==> config.mk <==
export PLATFORM = sky130hd
export DESIGN_NAME = debug_dump_serializer
export DESIGN_NICKNAME = d
export VERILOG_FILES = /design/src/rtl/debug_dump_serializer_pkg.sv /design/src/rtl/debug_dump_serializer_word_mux.sv /design/src/rtl/debug_dump_serializer.sv
export SDC_FILE = /design/constraint.sdc
export NUM_CORES = 1
export LEC_CHECK = 0
export CORE_AREA = 2 2 300 302
export CTS_CLUSTER_SIZE = 8
export DETAILED_ROUTE_END_ITERATION = 8
export DIE_AREA = 0 0 302 304
export PLACE_DENSITY_LB_ADDON = 0.15
export SYNTH_ARGS = -nofsm -noshare
export SYNTH_HDL_FRONTEND = slang
export SYNTH_SLANG_ARGS = --single-unit
export TNS_END_PERCENT = 20
==> constraint.sdc <==
create_clock -name i_clk -period 2.7 [get_ports i_clk]
set_input_delay 0.405 -clock i_clk [delete_from_list [all_inputs] [get_ports i_clk]]
set_output_delay 0.405 -clock i_clk [all_outputs]
set_load 0.01 [all_outputs]
==> src/rtl/debug_dump_serializer_pkg.sv <==
// Shared types and constants for the debug dump serializer: FSM states,
// frame header magic and the layout of the four pipeline latch snapshots.
package debug_dump_serializer_pkg;

    typedef enum logic [2:0] {
        ST_IDLE,
        ST_HEADER,
        ST_LATCH,
        ST_RD_ADDR,
        ST_RD_WAIT,
        ST_PUSH,
        ST_TRAILER,
        ST_DONE
    } dump_state_t;

    localparam logic [7:0] HEADER_MAGIC = 8'hD5;
    localparam int         WORD_W       = 32;

    localparam int IF_ID_W  = 64;
    localparam int ID_EX_W  = 139;
    localparam int EX_MEM_W = 76;
    localparam int MEM_WB_W = 71;

    localparam int IF_ID_WORDS  = 2;
    localparam int ID_EX_WORDS  = 5;
    localparam int EX_MEM_WORDS = 3;
    localparam int MEM_WB_WORDS = 3;
    localparam int LATCH_WORDS  = IF_ID_WORDS + ID_EX_WORDS + EX_MEM_WORDS + MEM_WB_WORDS;

    // Total words in one frame, header and trailer included
    function automatic logic [23:0] frame_word_count(input int num_regs, input int mem_words,
                                                     input logic inc_mem);
        int n;
        n = 1 + LATCH_WORDS + num_regs + (inc_mem ? mem_words : 0) + 1;
        return 24'(n);
    endfunction

    function automatic logic [31:0] header_word(input int num_regs, input int mem_words,
                                                input logic inc_mem);
        return {HEADER_MAGIC, frame_word_count(num_regs, mem_words, inc_mem)};
    endfunction

endpackage

==> src/rtl/debug_dump_serializer_word_mux.sv <==
// Combinational selector of one 32-bit word out of the latch snapshot.
// Words run IF_ID, ID_EX, EX_MEM, MEM_WB, each least significant word first,
// with the top word of each latch zero-padded.
module dump_word_mux
    import debug_dump_serializer_pkg::*;
(
    input  logic [IF_ID_W-1:0]  if_id,
    input  logic [ID_EX_W-1:0]  id_ex,
    input  logic [EX_MEM_W-1:0] ex_mem,
    input  logic [MEM_WB_W-1:0] mem_wb,
    input  logic [3:0]          word_idx,
    output logic [WORD_W-1:0]   word
);

    localparam int PAD_W = LATCH_WORDS * WORD_W;

    logic [PAD_W-1:0] padded;

    // Lay the latches out back-to-back, each starting on a word boundary
    always_comb begin
        padded = '0;
        padded[0 +: IF_ID_W] = if_id;
        padded[IF_ID_WORDS*WORD_W +: ID_EX_W] = id_ex;
        padded[(IF_ID_WORDS+ID_EX_WORDS)*WORD_W +: EX_MEM_W] = ex_mem;
        padded[(IF_ID_WORDS+ID_EX_WORDS+EX_MEM_WORDS)*WORD_W +: MEM_WB_W] = mem_wb;
    end

    // An index past the last latch word reads as zero
    always_comb begin
        word = '0;
        if (int'(word_idx) < LATCH_WORDS) begin
            word = padded[int'(word_idx)*WORD_W +: WORD_W];
        end
    end

endmodule

==> src/rtl/debug_dump_serializer.sv <==
// Writer side of the debug transmit FIFO. On a dump request it snapshots the
// pipeline latches and streams header, latch words, register file, optional
// data memory and an XOR trailer into the FIFO, honouring back-pressure.
module debug_dump_serializer
    import debug_dump_serializer_pkg::*;
#(
    parameter int DATA_MEM_ADDR_WIDTH = 8,
    parameter int MEM_WORDS           = 64,
    parameter int NUM_REGS            = 32,
    parameter int READ_LATENCY        = 1
) (
    input  logic                           i_clk,
    input  logic                           i_reset,
    input  logic                           i_start,
    input  logic                           i_include_mem,
    input  logic [IF_ID_W-1:0]             i_IF_ID_latch,
    input  logic [ID_EX_W-1:0]             i_ID_EX_latch,
    input  logic [EX_MEM_W-1:0]            i_EX_MEM_latch,
    input  logic [MEM_WB_W-1:0]            i_MEM_WB_latch,
    output logic [4:0]                     o_reg_addr_to_read,
    input  logic [31:0]                    i_register_content,
    output logic [DATA_MEM_ADDR_WIDTH-1:0] o_addr_to_read_mem_data,
    input  logic [31:0]                    i_mem_data_content,
    input  logic                           i_fifo_full,
    output logic [31:0]                    o_data_to_fifo,
    output logic                           o_write_en_fifo,
    output logic                           o_busy,
    output logic                           o_done
);

    localparam int MAX_ITEMS = (NUM_REGS > MEM_WORDS) ? NUM_REGS : MEM_WORDS;
    localparam int IDX_W     = $clog2(MAX_ITEMS + 1);

    localparam logic [IDX_W-1:0] LAST_REG   = IDX_W'(NUM_REGS - 1);
    localparam logic [IDX_W-1:0] LAST_MEM   = IDX_W'(MEM_WORDS - 1);
    localparam logic [3:0]       LAST_LATCH = 4'(LATCH_WORDS - 1);
    localparam logic [1:0]       WAIT_LAST  = (READ_LATENCY == 0) ? 2'd0 : 2'(READ_LATENCY - 1);

    dump_state_t state, next_state;

    logic [IF_ID_W-1:0]             snap_if_id;
    logic [ID_EX_W-1:0]             snap_id_ex;
    logic [EX_MEM_W-1:0]            snap_ex_mem;
    logic [MEM_WB_W-1:0]            snap_mem_wb;
    logic                           inc_mem_q;
    logic [31:0]                    checksum;
    logic [3:0]                     latch_idx;
    logic [IDX_W-1:0]               rd_idx;
    logic                           sec_mem;
    logic [1:0]                     wait_cnt;
    logic [31:0]                    hold;
    logic [4:0]                     reg_addr_q;
    logic [DATA_MEM_ADDR_WIDTH-1:0] mem_addr_q;

    logic [31:0]                    latch_word;
    logic [31:0]                    word_out;
    logic                           wr_fire;
    logic                           rd_active;
    logic                           last_item;
    logic                           go_trailer;
    logic [31:0]                    rd_data;
    logic [4:0]                     reg_addr_calc;
    logic [DATA_MEM_ADDR_WIDTH-1:0] mem_addr_calc;

    dump_word_mux u_word_mux (
        .if_id    (snap_if_id),
        .id_ex    (snap_id_ex),
        .ex_mem   (snap_ex_mem),
        .mem_wb   (snap_mem_wb),
        .word_idx (latch_idx),
        .word     (latch_word)
    );

    assign rd_active     = (state == ST_RD_ADDR) || (state == ST_RD_WAIT);
    assign last_item     = sec_mem ? (rd_idx == LAST_MEM) : (rd_idx == LAST_REG);
    assign go_trailer    = last_item && (sec_mem || !inc_mem_q);
    assign rd_data       = sec_mem ? i_mem_data_content : i_register_content;
    assign reg_addr_calc = 5'(rd_idx);
    assign mem_addr_calc = DATA_MEM_ADDR_WIDTH'({rd_idx, 2'b00});

    // Addresses follow the index only while a read is in flight, otherwise hold
    assign o_reg_addr_to_read      = (rd_active && !sec_mem) ? reg_addr_calc : reg_addr_q;
    assign o_addr_to_read_mem_data = (rd_active && sec_mem)  ? mem_addr_calc : mem_addr_q;

    assign o_data_to_fifo  = word_out;
    assign o_write_en_fifo = wr_fire;
    assign o_busy          = (state != ST_IDLE);
    assign o_done          = (state == ST_DONE);

    // State register; reset abandons any partial frame
    always_ff @(posedge i_clk or negedge i_reset) begin
        if (!i_reset) begin
            state <= ST_IDLE;
        end else begin
            state <= next_state;
        end
    end

    // Next state, pending word and write strobe; a write only fires when the FIFO has room
    always_comb begin
        next_state = state;
        word_out   = '0;
        wr_fire    = 1'b0;
        case (state)
            ST_IDLE: begin
                if (i_start) next_state = ST_HEADER;
            end
            ST_HEADER: begin
                word_out = header_word(NUM_REGS, MEM_WORDS, inc_mem_q);
                if (!i_fifo_full) begin
                    wr_fire    = 1'b1;
                    next_state = ST_LATCH;
                end
            end
            ST_LATCH: begin
                word_out = latch_word;
                if (!i_fifo_full) begin
                    wr_fire = 1'b1;
                    if (latch_idx == LAST_LATCH) next_state = ST_RD_ADDR;
                end
            end
            ST_RD_ADDR: begin
                next_state = (READ_LATENCY == 0) ? ST_PUSH : ST_RD_WAIT;
            end
            ST_RD_WAIT: begin
                if (wait_cnt == WAIT_LAST) next_state = ST_PUSH;
            end
            ST_PUSH: begin
                word_out = hold;
                if (!i_fifo_full) begin
                    wr_fire    = 1'b1;
                    next_state = go_trailer ? ST_TRAILER : ST_RD_ADDR;
                end
            end
            ST_TRAILER: begin
                word_out = checksum;
                if (!i_fifo_full) begin
                    wr_fire    = 1'b1;
                    next_state = ST_DONE;
                end
            end
            ST_DONE: begin
                next_state = ST_IDLE;
            end
            default: begin
                next_state = ST_IDLE;
            end
        endcase
    end

    // Snapshot, counters, read hold register, checksum and held addresses
    always_ff @(posedge i_clk or negedge i_reset) begin
        if (!i_reset) begin
            snap_if_id  <= '0;
            snap_id_ex  <= '0;
            snap_ex_mem <= '0;
            snap_mem_wb <= '0;
            inc_mem_q   <= 1'b0;
            checksum    <= '0;
            latch_idx   <= '0;
            rd_idx      <= '0;
            sec_mem     <= 1'b0;
            wait_cnt    <= '0;
            hold        <= '0;
            reg_addr_q  <= '0;
            mem_addr_q  <= '0;
        end else begin
            if (wr_fire) checksum <= checksum ^ word_out;
            case (state)
                ST_IDLE: begin
                    reg_addr_q <= '0;
                    mem_addr_q <= '0;
                    if (i_start) begin
                        snap_if_id  <= i_IF_ID_latch;
                        snap_id_ex  <= i_ID_EX_latch;
                        snap_ex_mem <= i_EX_MEM_latch;
                        snap_mem_wb <= i_MEM_WB_latch;
                        inc_mem_q   <= i_include_mem;
                        checksum    <= '0;
                        latch_idx   <= '0;
                        rd_idx      <= '0;
                        sec_mem     <= 1'b0;
                    end
                end
                ST_LATCH: begin
                    if (wr_fire) latch_idx <= latch_idx + 4'd1;
                end
                ST_RD_ADDR: begin
                    if (sec_mem) mem_addr_q <= mem_addr_calc;
                    else         reg_addr_q <= reg_addr_calc;
                    wait_cnt <= '0;
                    if (READ_LATENCY == 0) hold <= rd_data;
                end
                ST_RD_WAIT: begin
                    if (sec_mem) mem_addr_q <= mem_addr_calc;
                    else         reg_addr_q <= reg_addr_calc;
                    if (wait_cnt == WAIT_LAST) hold <= rd_data;
                    else                       wait_cnt <= wait_cnt + 2'd1;
                end
                ST_PUSH: begin
                    if (wr_fire) begin
                        if (last_item && !sec_mem) begin
                            sec_mem <= 1'b1;
                            rd_idx  <= '0;
                        end else begin
                            rd_idx <= rd_idx + 1'b1;
                        end
                    end
                end
                default: ;
            endcase
        end
    end

endmodule

Word level (Yosys, flattened, before mapping). Index checks and enable logic that the tools add are counted.

Word-level logic and storage cells: 109. Bits of input ports: 419. Output and inout bits: 48. Bits in registers: 445.

Add/sub/neg operators: 5. Mux-type cells: 38. Shift operators: 1. $lt $le $gt $ge: 1. Reductions and logical operators: 26. Equal/unequal tests: 23. Bitwise operators: 1.

Operators with widths (count): $shiftx 416x10->32 (1); $mux 32 (5); $pmux 32 s4 (1); $xor 32x32->32 (1); $mux 7 (4); $mux 3 (8); $pmux 3 s8 (1); $ne 2x2->1 const B (11); $mux 8 (2); $pmux 8 s2 (1); $pmux 7 s2 (1); $eq 3x3->1 const B (4); $mux 5 (2); $pmux 5 s2 (1); $reduce_and 2->1 (5); $add 8x1->9 const B (1); $add 6x7->8 const A (1); $mux 4 (2); $pmux 4 s2 (1); $reduce_bool 2->1 (4); $add 7x1->7 const B (1); $eq 7x5->1 const B (1); $eq 7x6->1 const B (1); $reduce_and 7->1 (1); other kinds (21) (34).

Depth between registers and ports, before layout. Gate-level depths: netlist (run 1).

Depth after elaboration: 8. Depth in mapped cells: 10. Depth with buffers taken out: 7.

By module. Synthesis (run 1) repeated with hierarchy kept, for this count alone.

Cell total of the unflattened synthesis: 2373. Area total of the unflattened synthesis: 21737.1 um^2.

By module, submodules not included: debug_dump_serializer (seq. area each 11085.6 um^2, area each 18695.4 um^2, cells an instance 2082, instances 1); dump_word_mux (seq. area each 0.0 um^2, area each 3041.7 um^2, cells an instance 291, instances 1).

Worst setup path after synthesis (run 1). No wires, ideal clock.

Path kind: register to output. From: reg state[0]. To: out o_reg_addr_to_read[0]. Data required time: 2.295 ns. Setup slack: 0.428 ns. Arrival time: 1.867 ns. Cell stages (with the launch flop): 7. Path buffers: 3. Cell sequence: dfrtp_1 > buf_6 > or3b_2 > buf_2 > a21oi_1 > buf_4 > mux2_2.

Longest elaborated chain between the ends: 4. Elaborated cells between the ends (all ways): 5. Classes of those cells: eq/ne: 2; mux: 1; reduce/logical: 2.

Ends and longest elaborated chain: from (decl) (RTL line debug_dump_serializer.sv:39) `dump_state_t state, next_state;`; from (signal assigned) (RTL line debug_dump_serializer.sv:95) `state <= next_state;`; $eq 3x2->1 / $eq 3x3->1 (equally long branches) (RTL line debug_dump_serializer.sv:74) `assign rd_active = (state == ST_RD_ADDR) || (state == ST_RD_WAIT);`; $logic_or 1x1->1 (*) (RTL line debug_dump_serializer.sv:74); $logic_and 1x1->1 (*) (RTL line debug_dump_serializer.sv:82) `assign o_reg_addr_to_read = (rd_active && !sec_mem) ? reg_addr_calc : reg_addr_q;`; $mux 5 (*) (RTL line debug_dump_serializer.sv:82); to (decl) (RTL line debug_dump_serializer.sv:20) `output logic [4:0] o_reg_addr_to_read,`.

Every way passes the cells marked *; elsewhere a longest branch is shown, timed or not.

Worst setup path in the final report (run 1).
From: reg latch_idx[1]. To: out o_data_to_fifo[24].

Longest elaborated chain between the ends: 3. Elaborated cells between the ends (all ways): 4. Classes of those cells: order compare: 1; shift: 1; mux: 2.

Ends and longest elaborated chain: from (decl) (RTL line debug_dump_serializer.sv:47) `logic [3:0] latch_idx;`; from (signal assigned) (RTL line debug_dump_serializer.sv:186) `if (wr_fire) latch_idx <= latch_idx + 4'd1;`; $shiftx 416x10->32 / $lt 4x4->1 (equally long branches) (RTL line debug_dump_serializer_word_mux.sv:32, debug_dump_serializer_word_mux.sv:31); $mux 32 (*) (RTL line debug_dump_serializer_word_mux.sv:31) `if (int'(word_idx) < LATCH_WORDS) begin`; $pmux 32 s4 (*) (RTL line debug_dump_serializer.sv:104) `case (state)`; to (decl) (RTL line debug_dump_serializer.sv:25) `output logic [31:0] o_data_to_fifo,`.

Marks and branches as above.

==> qor.yml, run 1 <==
status:
  outcome: "finished, violations left"
  violations: "negative setup slack"
die:
  core_um2: 89050
  dieHeight_um: 304
  ios: 467
  fp-row-count: 110
  start_util_pct: 24.74
  die_area_um2: 91810
  die_x_um: 302
sta:
  rsz0062_at_grt: "true"
  finalHoldViolCount: 0
  fmax_mhz: 319.8
  setup_slack_ns: -0.4274
  setup_violations: 38
  final.setup_skew_ns: 0.02720
  post-route-period-util_pct: 115.8
  timing.slew.headroom_pct: 32.00
  worst_pin_slew_ns: 1.020
  slew_violations: 0
  layout_min_cycle_time_ns: 3.127
cells_and_area:
  drive_gt1_share_pct: 17.02
  fillers: 9080
  final_nets: 3435
  syn_to_final_growth_pct: 43.88
  final_area_um2: 31700
  final_cells: 4204
  postLayoutCoreUtil_pct: 35.60
  layout_common_cells: "nand2_1 (1134), dfrtp_1 (436), clkdlybuf4s50_1 (418)"
  final_common_cell: "nand2_1"
drt:
  viasPerCell: 4.684
  vias: 19690
  drc_errors: 0
  drtIter0Drc: 1293
  ant_nets: 0
  dr.pass1.iters: 6
  wl_um: 91640
  wire_per_inst_um: 21.80
placement:
  placed_cell_area_um2: 28750
  numPortBuffers: 464
  hpwlAfterDp_um: 68690
  dp.cells: 4083
  place_congestion: 0.8713
  post-place-ws_ns: -0.2259
critical_path:
  endpoint_kind: "output pin"
  critPathKind: "reg2out"
  arrival_ns: 2.72
  worstPathMaxFanout: 24
  start_kind: "register"
  critPathRequiredTime_ns: 2.30
yosys:
  yosys.area.top_type: "dfrtp_1"
  synth-seq-area-share_pct: 50.32
  ys.flop_type: "dfrtp_1"
  synth_seq_cells: 443
  synth_xor_area_share_pct: 0.1193
  ys_async_sr_fraction_pct: 100.0
  synthDistinctLibCells: 64
  synth_cells: 2468
  synthMuxAreaShare_pct: 10.98
  synth_area_leaders: "dfrtp_1 (50%), nand2_1 (19%), mux2i_1 (4.1%)"
  avgSynthCellArea_um2: 8.927
  netlist.area_leader.share_pct: 50.32
  synth_compound_area_share_pct: 9.825
  synth_top_family_by_area: "simple AND/OR/NAND/NOR gates"
  syn_area_um2: 22030
  synthSimpleGateAreaFrac_pct: 24.39
  synth-edff-count: 0
  yosys_warnings: 0
  synth-adder-area-share_pct: 0.2839
global_routing:
  antenna_found_initial: 5
  grt_pass1_wl_um: 134000
  grt_usage_pct: 19.64
  grt_pass1_vias: 20690
  grt_max_degree: 213
  grt_overflow: 0
pwr:
  peakVddDrop_v: 0.0004261
  total_power_mw: 34.20
  power_leakage_nw: 14.52
  powerDensity_nw_per_um2: 1079
clock_tree:
  clockRootBuffer: "clkbuf_16"
  cts_tree: "built"
  path_clk_slew_ns: 0.05
  htree_levels: 3
  cts_inserted_buffers: 66
  clock_sinks: 443
  clk_latency_ns: 0.61
  clockBufferDepth: 3
run:
  max_cap_viol_count: 0
min_path:
  hold_path.class: "in2reg"
per-layer routing:
metal / track usage, % / part of all wire, % / wire length, um / vias to the layer above
li1: - / - / - / 9273
met1: 26.24 / 44 / 40680 / 9695
met2: 31.92 / 47 / 43290 / 602
met3: 3.084 / 5.0 / 4601 / 119
met4: 7.357 / 3.3 / 3042 / 4
met5: 0 / 0.025 / 23 / -
registers in the layout, indices dropped and copies added (netlist names):
| signal | count |
|---|---|
| checksum | 32 |
| hold | 32 |
| inc_mem_q | 1 |
| latch_idx | 4 |
| mem_addr_q | 6 |
| rd_idx | 7 |
| reg_addr_q | 5 |
| sec_mem | 1 |
| snap_ex_mem | 76 |
| snap_id_ex | 139 |
| snap_if_id | 64 |
| snap_mem_wb | 71 |
| state | 3 |
| wait_cnt | 2 |
cells in the mapped netlist, types with 36 or more instances:
cell / n
mux2_2: 54
a21oi_1: 61
nand2_1: 1138
a22o_1: 36
o21ai_0: 38
buf_2: 71
dfrtp_1: 443
mux4_2: 40
nor2_1: 90
mux2i_1: 91
a22oi_1: 43
clkbuf_1: 82
final cells by class:
type | instances | area [um2] | area share (%)
Clock buffer | 75 | 1715 | 5.411
Antenna cell | 2 | 5.005 | 0.01579
Sequential cell | 443 | 11100 | 35.02
Clock inverter | 8 | 153.9 | 0.4855
Inverter | 9 | 33.78 | 0.1066
Timing Repair Buffer | 652 | 6589 | 20.78
Tap cell | 1176 | 1471 | 4.642
Multi-Input combinational cell | 1839 | 10630 | 33.53
where the power goes:
part	total [mW]	switching [mW]	internal, mW
combinational	14.7	8.04	6.70
clock	7.75	3.17	4.59
sequential	11.7	2.17	9.54
total	34.2	13.4	20.8
metrics by stage:
stage,hold slack (ns),setup TNS [ns]
floorplan,0.1094,0
global placement,0.4029,-3.773
detailed placement,0.4022,-4.158
CTS,0.2802,-16.35
global route,0.3112,-15.69
finish,0.3188,-12.25
timing repair:
item / in CTS / in global routing
endpoints found under the setup margin: 46 / 43
gates resized for setup: 228 / 100
hold buffers: 1 / 0
buffers inserted: 15 / 25
endpoints found under the hold margin: 50 / 0
gates cloned: 3 / 1
pin swaps: 27 / 51
path summary, 6_finish.rpt:
check / startpoint / end / slack, ns / depth (start not counted)
min reg2reg: snap_ex_mem[5] / snap_ex_mem[5] / 0.47 / 2
max in group asynchronous: i_reset / snap_id_ex[42] / 1.41 / 3
max: latch_idx[1] / o_data_to_fifo[24] / -0.43 / 8
max reg2reg: latch_idx[0] / checksum[0] / 0.25 / 10
min in group asynchronous: i_reset / snap_mem_wb[23] / 0.37 / 2
min: i_EX_MEM_latch[0] / snap_ex_mem[0] / 0.32 / 3
worst max-delay path: stages (launching register included):
cell and delay, ns:
dfrtp_4 0.55, buf_6 0.15, buf_12 0.15, mux2i_2 0.17
mux4_2 0.57, nor2_1 0.14, a21oi_1 0.05, o21ai_1 0.16
buf_4 0.17
kinds of logic (layout without fill, tap and decap cells):
logic type      count (synthesis)  after routing
fa+ha+maj                       5              5
buf+inv                       187            744
compound gates                306            306
mux                           185            185
flops                         443            443
xor+xnor                        3              3
other cells                     1              4
simple gates                 1338           1338
Power figures use the tool's default switching activity.
==> run 2, diff against run 1 <==
--- a/config.mk
+++ b/config.mk
@@ -5,12 +5,13 @@
 export SDC_FILE = /design/constraint.sdc
 export NUM_CORES = 1
 export LEC_CHECK = 0
-export CORE_AREA = 2 2 300 302
+export CORE_AREA = 2 2 298 300
 export CTS_CLUSTER_SIZE = 8
 export DETAILED_ROUTE_END_ITERATION = 8
-export DIE_AREA = 0 0 302 304
+export DIE_AREA = 0 0 300 302
 export PLACE_DENSITY_LB_ADDON = 0.15
 export SYNTH_ARGS = -nofsm -noshare
 export SYNTH_HDL_FRONTEND = slang
+export SYNTH_HIERARCHICAL = 1
 export SYNTH_SLANG_ARGS = --single-unit
 export TNS_END_PERCENT = 20
==> run 2 against run 1 <==
Against the previous run: the run still ends with negative setup slack left; sequential share of layout area rose by 0.45 points; via count decreased by 3.5%; critical path type unchanged; synthesized area is 1.3% lower; die area decreased by 1.3%; flip-flop and latch count unchanged; global-route usage shrank 0.38 points; critical path depth unchanged; count of clock-buffer cells in the layout up 1; clock power shrank 2%; total power increased by 5.3%.
==> qor.yml, run 2 <==
status:
  outcome: "finished, violations left"
  violations: "negative setup slack"
pwr:
  powerDensity_nw_per_um2: 1150
  power_leakage_nw: 14.41
  peakVddDrop_v: 0.0004248
yosys:
  ys.flop_type: "dfrtp_1"
  synth_area_leaders: "dfrtp_1 (51%), nand2_1 (19%), mux4_2 (3.6%)"
  synth_seq_cells: 443
  synth-edff-count: 0
  synth-seq-area-share_pct: 51.00
  syn_area_um2: 21740
  yosys_warnings: 6
  avgSynthCellArea_um2: 9.160
  synthDistinctLibCells: 67
  synth_common_cells: "nand2_1 (1119), dfrtp_1 (443), buf_2 (76)"
  yosys.cell_count.top_type: "nand2_1"
  netlist.area_leader.share_pct: 51.00
  synth_cells: 2373
  yosys.area.top_type: "dfrtp_1"
  ys_async_sr_fraction_pct: 100.0
critical_path:
  cpPeakStageDelay_ns: 0.59
  worstRegToRegCells: 12
  start_kind: "register"
  critPathRequiredTime_ns: 2.30
  cpMaxStageDelayCell: "dfrtp_4"
  critPathKind: "reg2out"
  startpoint: "latch_idx[0]"
  cp_cell_sequence: "buf_8 > mux4_2 > o22ai_2 > a31oi_1 > buf_4 > or4bb_1 > nand3_1 > buf_6"
  reg2reg_slack_ns: 0.04
  arrival_ns: 2.99
  worstPathMaxFanout: 11
  reg2reg_from: "latch_idx[0]"
  endpoint_kind: "output pin"
clock_tree:
  cts_inserted_buffers: 66
  htree_levels: 3
  clockRootBuffer: "clkbuf_16"
  path_clk_slew_ns: 0.05
  cts_tree: "built"
  clk_latency_ns: 0.60
  clock_sinks: 443
  clockBufferDepth: 3
global_routing:
  grt_usage_pct: 19.26
  grt_max_degree: 87
  grt_overflow: 0
  antenna_found_initial: 15
  grt_pass1_vias: 19930
  grt_pass1_wl_um: 129600
sta:
  fmax_mhz: 294.8
  post-route-period-util_pct: 125.6
  setup_violations: 34
  setup_slack_ns: -0.6917
  timing.slew.headroom_pct: 56.49
  final.setup_skew_ns: 0.01764
  rsz0062_at_grt: "true"
  worst_pin_slew_ns: 0.6513
  slew_violations: 0
  finalHoldViolCount: 0
  layout_min_cycle_time_ns: 3.392
  setup_tns_ns: -18.42
cells_and_area:
  largest_reg_flops: 139
  layout_common_cells: "nand2_1 (1104), dfrtp_1 (435), clkdlybuf4s50_1 (419)"
  fillers: 8994
  largestRegisters: "snap_id_ex (139), snap_ex_mem (76), snap_mem_wb (71)"
  final_area_um2: 31300
  drive_gt1_share_pct: 17.95
  syn_to_final_growth_pct: 43.98
  final_common_cell: "nand2_1"
  top_register: "snap_id_ex"
  final_nets: 3333
die:
  fp-row-count: 109
  dieHeight_um: 302
  core_um2: 87560
  die_area_um2: 90600
  die_x_um: 300
  start_util_pct: 24.83
  ios: 467
drt:
  vias: 19000
  wire_per_inst_um: 21.58
  wl_um: 88340
  dr.pass1.iters: 5
  drc_errors: 0
  viasPerCell: 4.641
  ant_nets: 0
  drtIter0Drc: 980
min_path:
  hp-start: "i_ID_EX_latch[131]"
  hold_depth: 3
  hold_path.class: "in2reg"
run:
  max_cap_viol_count: 0
placement:
  numPortBuffers: 464
  place_congestion: 0.8207
  placed_cell_area_um2: 28510
  hpwlAfterDp_um: 66690
run 2: changes by cell type in the layout (fill, tap and decap cells not counted), moves of 18 or more:
cell,change
a22oi_1,-19
nand2_1,-30
buf_4,-21
mux2i_1,-20
a31oi_1,+18
nand4b_1,+38
o21ai_1,-19
xnor2_1,+20
a21oi_1,-21
a22o_1,-25
run 2: area by class of cell:
type / instances / area, um2 / area share, %
inverter: 16 / 60.06 / 0.1919
timing repair buffer: 643 / 6578 / 21.02
multi-input combinational: 1740 / 10270 / 32.81
clock inverter: 7 / 72.57 / 0.2319
sequential: 443 / 11100 / 35.47
tap: 1165 / 1458 / 4.658
antenna: 3 / 7.507 / 0.02399
clock buffer: 76 / 1752 / 5.597
run 2: metrics by stage:
| step | hold WS (ns) | std cells | total power [mW] | setup slack, ns | util [%] |
|---|---|---|---|---|---|
| floorplan | 0.1094 | 2374 | 19.63 | 0.2568 | - |
| global placement | 0.4043 | 3969 | 26.77 | -0.5437 | 32.56 |
| detailed placement | 0.4007 | 3969 | 26.90 | -0.5531 | 32.56 |
| CTS | 0.2952 | 4079 | 36.09 | -0.8024 | 35.48 |
| global route | 0.3361 | 4092 | 38.47 | -0.7610 | 35.74 |
| finish | 0.3287 | 4093 | 36.01 | -0.6917 | 35.74 |
run 2: per-layer routing:
metal,global-route usage (%),vias up,part of all wire (%)
met5,0,-,0.14
met4,6.607,20,2.9
met3,4.661,131,6.2
met2,31.87,557,48
met1,24.61,9352,43
li1,-,8937,-
run 2: final timing paths:
check,to
worst max-delay path,o_data_to_fifo[4]
worst min-delay path,snap_id_ex[131]
worst max register to register,checksum[6]
worst min register to register,snap_id_ex[55]
max in group asynchronous,snap_mem_wb[36]
min in group asynchronous,hold[5]
run 2: where the power goes:
group | internal [mW] | total (mW) | switching, mW
clock | 4.54 | 7.62 | 3.08
combinational | 7.72 | 16.7 | 8.94
sequential | 9.64 | 11.7 | 2.09
total | 21.9 | 36.0 | 14.1
run 2: cell families (layout without fill, tap and decap cells):
family	count (synthesis)	in the layout	synth area share [%]
multiplexers	166	166	11.00
flip-flops	443	443	51.00
AND/OR/NAND/NOR	1342	1342	25.85
other	1	5	0.01725
AO/OA/AOI/OAI	205	205	6.740
adder cells (fa/ha/maj)	4	4	0.2303
XOR/XNOR	21	21	0.8462
buffers and inverters	191	742	4.317
run 2: repair_timing:
| action | in CTS | in global routing |
|---|---|---|
| hold endpoints to repair | 39 | 0 |
| endpoints found under the setup margin | 48 | 52 |
| cloned | 4 | 0 |
| resized for setup | 240 | 83 |
| hold buffers | 1 | 0 |
| pin swaps | 42 | 34 |
| setup buffers | 23 | 17 |
run 2: worst max-delay path, delay by kind of cell, from the launching register on:
kind	cells	cell delay [ns]
flops	1	0.59
simple gates	2	0.59
mux	1	0.36
buf+inv	3	0.53
compound gates	2	0.32
==> run 3, diff against run 2 <==
--- a/config.mk
+++ b/config.mk
@@ -10,6 +10,7 @@
 export DETAILED_ROUTE_END_ITERATION = 8
 export DIE_AREA = 0 0 300 302
 export PLACE_DENSITY_LB_ADDON = 0.15
+export REMOVE_ABC_BUFFERS = 1
 export SYNTH_ARGS = -nofsm -noshare
 export SYNTH_HDL_FRONTEND = slang
 export SYNTH_HIERARCHICAL = 1
==> run 3 against run 2 <==
Against the previous run: the flow still finishes with violations (negative setup slack); final area is 0.26% lower; critical path depth rose by 1; largest cell class unchanged; final cell count increased by 0.42%.
==> qor.yml, run 3 (synthesized netlist as in run 2, its figures left out) <==
sta:
  setup_violations: 44
  final.setup_skew_ns: 0.02761
  layout_min_cycle_time_ns: 3.250
  whs_ns: 0.3337
  fmax_mhz: 307.7
  finalHoldViolCount: 0
  rsz0062_at_grt: "true"
  timing.slew.headroom_pct: 38.19
  post-route-period-util_pct: 120.4
  slew_violations: 0
  setup_slack_ns: -0.5497
  worst_pin_slew_ns: 0.9253
  setup_tns_ns: -14.82
pwr:
  peakVddDrop_v: 0.0004831
  total_power_mw: 34.69
  powerDensity_nw_per_um2: 1111
  power_leakage_nw: 14.53
run:
  max_cap_viol_count: 0
clock_tree:
  clk_latency_ns: 0.60
  clockRootBuffer: "clkbuf_16"
  path_clk_slew_ns: 0.05
  clockBufferDepth: 3
  cts_tree: "built"
  htree_levels: 3
  clock_sinks: 443
  cts_inserted_buffers: 66
global_routing:
  grt_max_degree: 94
  grt_usage_pct: 18.26
  grt_pass1_wl_um: 124000
  grt_pass1_vias: 19810
  grt_overflow: 0
  antenna_found_initial: 1
critical_path:
  arrival_ns: 2.84
  cp_common_cell: "buf_4"
  cp_cell_sequence: "buf_12 > buf_4 > buf_4 > mux4_2 > o22ai_1 > a31oi_1 > mux2i_1 > o22ai_2 > clkdlybuf4s15_1"
  endpoint_kind: "output pin"
  crit_cells: 9
  cpMaxStageDelayCell: "dfrtp_4"
  start_kind: "register"
  endpoint: "o_data_to_fifo[6]"
  worst-path-buf-inv: 4
  reg2reg_to: "checksum[29]"
  critPathRequiredTime_ns: 2.30
  cpPeakStageDelay_ns: 0.54
  worstPathMaxFanout: 8
  reg2reg_from: "latch_idx[0]"
  critPathKind: "reg2out"
  worstRegToRegCells: 12
  startpoint: "latch_idx[0]"
  reg2reg_slack_ns: 0.22
  cp_top_family: "buffers and inverters"
placement:
  hpwlAfterDp_um: 60750
  post-place-ws_ns: -0.3909
  numPortBuffers: 464
  dp.cells: 3994
  place_congestion: 0.8080
drt:
  wl_um: 83530
  wl_met3_um: 4124
  wl_met2_um: 40640
  highest_layer: "met4"
  wl_met1_um: 36920
  dr.pass1.iters: 6
  drtIter0Drc: 1156
  viasPerCell: 4.545
  ant_nets: 0
  drc_errors: 0
  wire_per_inst_um: 20.32
  vias: 18680
die:
  die_area_um2: 90600
  start_util_pct: 24.83
  fp-row-count: 109
  core_um2: 87560
  dieHeight_um: 302
  ios: 467
  die_x_um: 300
cells_and_area:
  top_register: "snap_id_ex"
  final_nets: 3354
  layout_common_cells: "nand2_1 (1114), dfrtp_1 (435), clkdlybuf4s50_1 (417)"
  final_common_cell: "nand2_1"
  largestRegisters: "snap_id_ex (139), snap_ex_mem (76), snap_mem_wb (71)"
  largest_reg_flops: 139
  drive_gt1_share_pct: 17.32
  final_cells: 4110
  syn_to_final_growth_pct: 43.60
min_path:
  hold_path.class: "in2reg"
status:
  violations: "negative setup slack"
  outcome: "finished, violations left"
run 3: changes by cell type in the layout (fill, tap and decap cells not counted), moves of 5 or more:
cell	change
a22oi_1	+12
dfrtp_2	-5
nand2_1	+10
dfrtp_4	+5
o32ai_1	+5
buf_4	+31
buf_8	-5
a22oi_2	-12
nand2_2	-8
run 3: report_power, final:
part / switching (mW) / internal, mW
sequential: 1.90 / 9.65
clock: 3.14 / 4.61
combinational: 8.02 / 7.37
total: 13.1 / 21.6
run 3: tightest hold or removal path, delay by kind of cell:
kind	cells	cell delay, ns
AND/OR/NAND/NOR	2	0.09
buffers and inverters	1	0.40
run 3: layout make-up:
cell class / count / area, um2
Fill cell: 8923 / 56340
Sequential cell: 443 / 11110
Multi-Input combinational cell: 1740 / 10020
Timing Repair Buffer: 664 / 6691
Clock buffer: 74 / 1723
Tap cell: 1165 / 1458
Clock inverter: 7 / 148.9
Inverter: 16 / 60.06
Antenna cell: 1 / 2.502
run 3: through the flow:
step	utilization, %	instance area, um2
global route	35.65	31210
CTS	35.66	31220
floorplan	-	20860
finish	35.65	31210
detailed placement	32.82	28740
global placement	32.82	28740
run 3: how the worst min path moves through the flow:
stage | from | end | slack (ns) | cells past startpoint
final | i_ID_EX_latch[27] | snap_id_ex[27] | 0.33 | 3
after detailed placement | i_reset | snap_ex_mem[16] | 0.46 | 1
after global placement | snap_mem_wb[37] | snap_mem_wb[37] | 0.45 | 2
after floorplan | i_reset | checksum[0] | 0.11 | 0
after global routing | i_ID_EX_latch[127] | snap_id_ex[127] | 0.30 | 3
after CTS | i_EX_MEM_latch[37] | snap_ex_mem[37] | 0.29 | 3
run 3: routing by layer:
layer	vias up	global-route usage (%)
met2	459	31.01
met5	-	0
met3	104	3.483
met4	0	4.619
li1	8983	-
met1	9134	23.90
run 3: what timing repair did:
action | 4_1_cts | 5_1_grt
endpoints found under the setup margin | 46 | 48
resized for setup | 213 | 50
endpoints found under the hold margin | 58 | 0
cloned | 4 | 0
hold buffers | 1 | 0
pin swaps | 34 | 17
setup buffers | 26 | 6
